===== config.mk =====
export PLATFORM = sky130hd
export DESIGN_NAME = uart_tx_queue
export DESIGN_NICKNAME = d
export VERILOG_FILES = /design/src/rtl/uart_tx_queue.sv
export SDC_FILE = /design/constraint.sdc
export NUM_CORES = 1
export LEC_CHECK = 0
export ABC_CLOCK_PERIOD_IN_PS = 3600
export CORE_AREA = 3 3 116 118
export DETAILED_ROUTE_END_ITERATION = 10
export DIE_AREA = 0 0 119 121
export HOLD_SLACK_MARGIN = 0.15
export PLACE_DENSITY_LB_ADDON = 0.1
export RECOVER_POWER = 100
export SKIP_LAST_GASP = 1
export SYNTH_ARGS = -nofsm -noshare
export SYNTH_HDL_FRONTEND = slang
export SYNTH_SLANG_ARGS = --single-unit

===== constraint.sdc =====
create_clock -name clk -period 3.6 [get_ports clk]
set_clock_uncertainty 0.05 [all_clocks]
set_input_delay 0.9 -clock clk [delete_from_list [all_inputs] [get_ports clk]]
set_output_delay 0.9 -clock clk [all_outputs]
set_load 0.01 [all_outputs]

===== src/rtl/uart_tx_queue.sv =====
// uart_tx_queue
// Buffers bytes from the UART data-register write strobe in a small circular
// FIFO. It then sends each byte on txd as an 8N1 frame: one start bit, eight
// data bits LSB first, and one stop bit.
//
// Parameters
//   CLKS_PER_BIT : clk cycles per bit period (>= 2)
//   DEPTH        : FIFO entries (power of 2, >= 2)
// Ports
//   clk      : single clock
//   rst      : synchronous, active-high reset; aborts any frame in flight
//   wr_en    : push wr_data this cycle
//   wr_data  : byte to transmit
//   clr_ovf  : clear the sticky overflow flag (a same-cycle drop wins)
//   txd      : registered serial output, idle high
//   full     : count == DEPTH
//   empty    : count == 0
//   count    : bytes buffered, not counting the frame in flight
//   busy     : a frame is being shifted out
//   tx_done  : one-cycle pulse in the final cycle of each stop bit
//   overflow : sticky flag, set when a write is dropped
module uart_tx_queue #(
    parameter int CLKS_PER_BIT = 16,
    parameter int DEPTH        = 8
) (
    input  logic                     clk,
    input  logic                     rst,
    input  logic                     wr_en,
    input  logic [7:0]               wr_data,
    input  logic                     clr_ovf,
    output logic                     txd,
    output logic                     full,
    output logic                     empty,
    output logic [$clog2(DEPTH):0]   count,
    output logic                     busy,
    output logic                     tx_done,
    output logic                     overflow
);

    localparam int AW = $clog2(DEPTH);
    localparam int CW = AW + 1;
    localparam int BW = $clog2(CLKS_PER_BIT);
    localparam logic [BW-1:0] BAUD_LAST = BW'(CLKS_PER_BIT - 1);
    localparam logic [CW-1:0] DEPTH_C   = CW'(DEPTH);

    typedef enum logic [1:0] {
        IDLE  = 2'd0,
        START = 2'd1,
        DATA  = 2'd2,
        STOP  = 2'd3
    } state_t;

    state_t          state_r, state_s;
    logic [BW-1:0]   baud_r, baud_s;
    logic [2:0]      bit_idx_r, bit_idx_s;
    logic [7:0]      sh_r, sh_s;
    logic [AW-1:0]   wr_ptr_r, rd_ptr_r;
    logic [CW-1:0]   count_r, count_s;
    logic            full_r, empty_r, ovf_r, ovf_s;
    logic            txd_r, txd_s, busy_r, done_r;
    logic            pop_s, push_s, drop_s, bit_end_s;
    logic [7:0]      mem_r [DEPTH];

    assign txd      = txd_r;
    assign full     = full_r;
    assign empty    = empty_r;
    assign count    = count_r;
    assign busy     = busy_r;
    assign tx_done  = done_r;
    assign overflow = ovf_r;

    // Frame sequencing: next state, counters, shifter and the txd value for the next cycle
    always_comb begin
        state_s   = state_r;
        baud_s    = baud_r;
        bit_idx_s = bit_idx_r;
        sh_s      = sh_r;
        txd_s     = 1'b1;
        pop_s     = 1'b0;
        bit_end_s = (baud_r == BAUD_LAST);
        case (state_r)
            IDLE: begin
                if (!empty_r) begin
                    pop_s   = 1'b1;
                    sh_s    = mem_r[rd_ptr_r];
                    baud_s  = '0;
                    state_s = START;
                    txd_s   = 1'b0;
                end else begin
                    txd_s   = 1'b1;
                end
            end
            START: begin
                if (bit_end_s) begin
                    state_s   = DATA;
                    baud_s    = '0;
                    bit_idx_s = 3'd0;
                    txd_s     = sh_r[0];
                end else begin
                    baud_s    = baud_r + 1'b1;
                    txd_s     = 1'b0;
                end
            end
            DATA: begin
                if (bit_end_s) begin
                    baud_s = '0;
                    if (bit_idx_r == 3'd7) begin
                        state_s = STOP;
                        txd_s   = 1'b1;
                    end else begin
                        // Next bit is sh_r[1]; the shifted value is registered alongside.
                        sh_s      = {1'b0, sh_r[7:1]};
                        bit_idx_s = bit_idx_r + 3'd1;
                        txd_s     = sh_r[1];
                    end
                end else begin
                    baud_s = baud_r + 1'b1;
                    txd_s  = sh_r[0];
                end
            end
            STOP: begin
                if (bit_end_s) begin
                    baud_s = '0;
                    if (!empty_r) begin
                        // Chain straight into the next start bit with no idle gap.
                        pop_s   = 1'b1;
                        sh_s    = mem_r[rd_ptr_r];
                        state_s = START;
                        txd_s   = 1'b0;
                    end else begin
                        state_s = IDLE;
                        txd_s   = 1'b1;
                    end
                end else begin
                    baud_s = baud_r + 1'b1;
                    txd_s  = 1'b1;
                end
            end
            default: begin
                state_s = IDLE;
                baud_s  = '0;
                txd_s   = 1'b1;
            end
        endcase
    end

    // FIFO bookkeeping: accept/drop decision, next count and sticky overflow
    always_comb begin
        push_s  = wr_en && (!full_r || pop_s);
        drop_s  = wr_en && full_r && !pop_s;
        count_s = count_r;
        ovf_s   = ovf_r;
        case ({push_s, pop_s})
            2'b10:   count_s = count_r + 1'b1;
            2'b01:   count_s = count_r - 1'b1;
            default: count_s = count_r;
        endcase
        if (drop_s) begin
            ovf_s = 1'b1;
        end else if (clr_ovf) begin
            ovf_s = 1'b0;
        end else begin
            ovf_s = ovf_r;
        end
    end

    // State, pointers and all registered outputs
    always_ff @(posedge clk) begin
        if (rst) begin
            state_r   <= IDLE;
            baud_r    <= '0;
            bit_idx_r <= 3'd0;
            sh_r      <= 8'h00;
            wr_ptr_r  <= '0;
            rd_ptr_r  <= '0;
            count_r   <= '0;
            full_r    <= 1'b0;
            empty_r   <= 1'b1;
            ovf_r     <= 1'b0;
            txd_r     <= 1'b1;
            busy_r    <= 1'b0;
            done_r    <= 1'b0;
        end else begin
            state_r   <= state_s;
            baud_r    <= baud_s;
            bit_idx_r <= bit_idx_s;
            sh_r      <= sh_s;
            if (push_s) begin
                wr_ptr_r <= wr_ptr_r + 1'b1;
            end
            if (pop_s) begin
                rd_ptr_r <= rd_ptr_r + 1'b1;
            end
            count_r   <= count_s;
            full_r    <= (count_s == DEPTH_C);
            empty_r   <= (count_s == '0);
            ovf_r     <= ovf_s;
            txd_r     <= txd_s;
            busy_r    <= (state_s != IDLE);
            // Asserted for the cycle that will be the last one of a stop bit.
            done_r    <= (state_s == STOP) && (baud_s == BAUD_LAST);
        end
    end

    // FIFO storage; contents need no reset because the pointers define validity
    always_ff @(posedge clk) begin
        if (push_s && !rst) begin
            mem_r[wr_ptr_r] <= wr_data;
        end
    end

endmodule


* Word level (Yosys, flattened, before mapping)
Memories as Yosys holds them, arrays and structs flattened. A register that Yosys moved wholly into a read port is not among the register bits.
Index checks and enable logic that the tools add are counted.
** Storage, ports and cells
- Output and inout bits :: 10
- Register bits after elaboration :: 33
- Memories :: 1
- Bits of input ports :: 12
- RAM bits :: 64
- Word-level logic and storage cells :: 87
** Memory list
- mem_r :: depth 8, width 8, read ports 1, clocked after Yosys merged registers in 1, write ports 1, line 62 : logic [7:0] mem_r [DEPTH];
** Operators by class
- $add $sub $neg :: 6
- Multiplexer cells :: 35
- Equal/unequal tests :: 14
- Reductions and logical operators :: 18
** Operators with widths (number)
- 8-bit 2-to-1 mux :: 4
- 8-bit one-hot mux with 3 select lines :: 1
- 4-bit one-hot mux with 2 select lines :: 2
- 3-bit 2-to-1 mux :: 5
- 4-bit == test, second input constant :: 3
- 1-bit 2-to-1 mux :: 12
- 2-bit 2-to-1 mux :: 5
- 3-bit by 1-bit adder with 3-bit output, second input constant :: 3
- 4-bit by 1-bit adder with 4-bit output, second input constant :: 2
- 2-bit == test, second input constant :: 4
- 4-bit 2-to-1 mux :: 2
- 2-bit inequality test, second input constant :: 4
- 2-bit one-hot mux with 4 select lines :: 1
- 4-bit AND reduction :: 2
- 3-bit one-hot mux with 2 select lines :: 1
- 2-bit nonzero test :: 3
- 1-bit logical AND :: 5
- 2-bit by 1-bit == test with 1-bit output, second input constant :: 2
- 4-bit logical NOT :: 1
- 1-bit one-hot mux with 4 select lines :: 1
- 4-bit by 1-bit subtractor with 4-bit output, second input constant :: 1
- 3-bit == test, second input constant :: 1
- 1-bit logical NOT :: 3
- 3-bit nonzero test :: 1
- other kinds (4) :: 4

* Longest topological paths before layout
Gate-level depths: netlist (run 1).
- Depth in word-level cells :: 8
- Mapped depth :: 11
- Mapped depth without buffers :: 11

* Least setup slack after synthesis (run 1)
OpenSTA, ideal clock, no wires.
- Path kind :: reg-to-reg
- Start point :: reg state_r[0]
- End point :: reg empty_r (netlist: empty)
- Library setup time :: 0.095 ns
- Period minus slack after synthesis :: 2.922 ns
- Required time :: 3.455 ns
- Cell stages (with the launch flop) :: 11
- Path slack :: 0.678 ns
- Arrival :: 2.777 ns
- Path buffers :: 0
- Cell sequence :: dfxtp_1 > ha_1 > and4_1 > o311ai_4 > ha_1 > xor2_1 > ha_1 > a21oi_1 > mux2i_1 > mux2_2 > a221oi_1
** On the way
- Cells in the longest elaborated chain, start to end :: 7
- Elaborated cells on any way between the ends :: 9
- Classes of those cells :: eq/ne (3); mux (2); reduce/logical (4)
** Ends and longest elaborated chain
- start: declaration :: line 53 : state_t state_r, state_s;
- start signal: assignment :: line 184 : state_r <= state_s;
- 2-bit == test / 2-bit logical NOT (equally long branches) :: line 81 : case (state_r)
- 1-bit one-hot mux with 2 select lines (*) :: line 81
- 1-bit logical OR :: line 149 : push_s = wr_en && (!full_r || pop_s);
- 1-bit logical AND :: line 149
- 2-bit by 1-bit == test with 1-bit output / 2-bit == test (equally long branches) :: line 153 : case ({push_s, pop_s})
- 4-bit one-hot mux with 2 select lines (*) :: line 153
- 4-bit logical NOT (*) :: line 196 : empty_r <= (count_s == '0);
- end signal: assignment :: line 196
- end: declaration :: line 59 : logic full_r, empty_r, ovf_r, ovf_s;
Mark *: on every way between the ends. The rest lies on a longest branch, timed or not.
A chain may end at the register's enable or synchronous reset.

* Worst setup path after layout (run 1)
Ends and elaborated chain as after synthesis.

==> reports/summary.txt, run 1 <==
Reg area: 2640 um^2
Top Ports: 22
cells on worst reg2reg path: 9
RSZ-0062 raised after global routing: false
Placed Cells: 505
number of flops mapped to enable cells by yosys: 64
CP Data Required Time: 3.81 ns
Cell Pwr Density: 607 nW/um^2
Worst Path Arrival: 3.33 ns
internal power: 2.18 mW
clock power share: 31.5%
synth-to-layout area growth: 14.6%
post-CTS resize count: 0
largest net degree at the start of global routing: 17
grt met3 use: 3.73%
outcome: completed
cts hold-fix bufs: 0
H-tree lvl count: 3
most frequent cells in the layout: edfxtp_1, dfxtp_1, nor2_1, nand2_1, dlygate4sd3_1
CTS Root Cell: clkbuf_16
yosys warns: 0
Rows: 41
Final Net Count: 369
wirelength, routed: 8270 um
vias in the first global route: 2520
First-pass DRT Iterations: 4
drt first-iter violations: 109
antenna violations before repair: 0
hold crit path type: reg -> reg
reg2reg end: empty
worst hold start: bit_idx_r[1]
post-route insts no fill: 520
vias per cell: 4.84
async set or reset register ratio after synthesis: 0%
post-route ant nets: 0
FILL cells: 1204
Syn Inst Count: 312
maximum VDD drop: 243 uV
met2 GRT Util: 19.7%
gr busiest metal: met2
final setup fails: 0
worst reg2reg startpoint: state_r[0]
Post-CTS Setup Bufs: 0
CTS Buf Count: 9
Clock Path Buffers: 2
aggregate global routing overflow: 0
residual DRC count: 0
GPL Wtd Cong: 0.705
crit path time final: 3.13 ns
sequential power share: 47.1%
Die ar.: 14400 um^2
routed len/inst: 15.9 um
relative slew slack: 40.2%
Comb pwr share: 21.4%
antenna cells: 0
top_reg_cell synth: edfxtp_1
I/O Buffers: 21
Crit. End Element: flop
Leak Pwr: 1.71 nW
total number of vias: 2516
Initial Util: 34.7%
Die H: 121 um
Netlist cell types: 53
Fmax: 320 MHz
met1 GRT Util: 16.6%
layout cells sized above 1: 9.48%
synthesized flop and latch total: 100
Net Count, Synth: 337
chip width: 119 um
CTS sink count: 100
startpoint type of the worst setup path: flop
sw frac: 28.1%
Slew Viols, Final: 0
Final Instance Area: 4990 um^2
area of the multi-input gates: 1560 um^2
Placement Cell Area: 4780 um^2
CP Class: reg -> reg
leading cell type in the layout, fill and taps excluded: edfxtp_1
Psw: 0.852 mW
Final Hold Fails: 0
Seq/Total Area, Yosys: 60.6%
first-pass GRT wire length: 13700 um
Hold Path End: bit_idx_r[1]
setup TNS: 0 ns
synthesized area per cell: 14.0 um^2
synthesized area: 4360 um^2
final period utilization: 86.9%
Total GRT Usage: 12.7%
Clock Pin Slew Worst Setup and Hold Paths: 0.07 ns
HPWL Detailed: 5450 um
reg2reg setup slack: 0.47 ns
Worst-Skew Late Latency: 0.35 ns
MaxCap Viol Count: 0
Core ar.: 12600 um^2
Crit Path Max Fanout: 9
CTS tree: yes
Hold Path Depth: 2
Worst Tran Pin Value: 0.892 ns
-- flip-flops by register name, indices dropped and copies added (netlist names), named ones only --
| signal | count |
|---|---|
| wr_ptr_r | 3 |
| state_r | 2 |
| full | 1 |
| mem_r | 64 |
| tx_done | 1 |
| busy | 1 |
| baud_r | 4 |
| rd_ptr_r | 3 |
| txd | 1 |
| sh_r | 8 |
| empty | 1 |
| overflow | 1 |
| count | 4 |
| bit_idx_r | 3 |
-- synth_stat cells (all sizes together), types with 7 or more instances --
| cell type | number | share of area (%) |
|---|---|---|
| a21oi | 12 | 1.4 |
| buf | 8 | 1.3 |
| dfxtp | 36 | 17 |
| edfxtp | 64 | 44 |
| ha | 13 | 3.7 |
| inv | 7 | 0.60 |
| mux2 | 10 | 2.6 |
| mux4 | 16 | 9.1 |
| nand2 | 26 | 2.2 |
| nor2 | 28 | 2.4 |
| o21ai | 12 | 1.4 |
| o221ai | 7 | 1.6 |
-- layer usage --
layer | vias to the layer above | routed length [um]
li1 | 1260 | -
met1 | 1223 | 3950
met2 | 24 | 3930
met3 | 9 | 260
met4 | 0 | 126
met5 | - | 0
-- kinds of logic (layout without fill, tap and decap cells) --
group           Yosys count  after routing  share of synthesized area (%)
simple gates             91             91                           10.1
xor+xnor                  7              7                           1.41
buf+inv                  20             56                           2.81
mux                      31             31                           12.9
flops                   100            100                           60.6
fa+ha+maj                13             13                           3.73
compound gates           50             50                           8.47
-- worst max-delay path, stage by stage, from the launching register on --
cell and delay (ns):
dfxtp_1 0.35, ha_1 0.28, and4_1 0.26, o311ai_0 0.40
clkbuf_1 0.38, ha_1 0.41, nor3b_1 0.28, o21ai_0 0.11
mux2_2 0.29, a221oi_1 0.22
-- how the worst max path moves through the flow --
| stage | start | end | slack, ns | cells past startpoint |
|---|---|---|---|---|
| finish | state_r[0] | empty | 0.47 | 9 |
| global route | state_r[0] | empty | 0.23 | 9 |
| CTS | wr_en | empty | 0.53 | 9 |
| detailed placement | wr_en | empty | 0.17 | 9 |
| global placement | wr_en | empty | 0.18 | 9 |
| floorplan | state_r[0] | empty | 0.68 | 10 |
-- power groups by stage --
stage               Combinational, mW  Clock (mW)  Sequential, mW
global placement                0.697           0            1.46
CTS                             0.700       0.988            1.43
global route                    0.732        1.04            1.45
floorplan                       0.516           0            1.43
finish                          0.649       0.954            1.43
detailed placement              0.695           0            1.46
-- final cells by class --
| cell class | instances | share of cell area (%) |
|---|---|---|
| Multi-Input combinational cell | 192 | 31.2 |
| Tap cell | 172 | 4.31 |
| Timing Repair Buffer | 34 | 5.26 |
| Clock inverter | 5 | 1.23 |
| Sequential cell | 100 | 52.9 |
| Clock buffer | 10 | 4.59 |
| Inverter | 7 | 0.526 |
-- metrics by stage --
step | setup slack (ns) | util (%) | power [mW] | hold slack [ns]
4_1_cts | 0.530 | 40.4 | 3.12 | 0.410
5_1_grt | 0.229 | 39.7 | 3.23 | 0.429
6_report | 0.473 | 39.7 | 3.03 | 0.408
3_3_place_gp | 0.182 | 38.1 | 2.16 | 0.396
2_1_floorplan | 0.678 | - | 1.94 | 0.386
3_5_place_dp | 0.169 | 38.1 | 2.15 | 0.401
No activity file was read; power rests on OpenSTA's default activity.
==> run 2: changes to the inputs <==
SKIP_CTS_REPAIR_TIMING = 1   (was unset)
TNS_END_PERCENT = 1   (was unset)
==> results of run 2 <==
The final DEF is identical to that of run 1; final timing and power are the same.
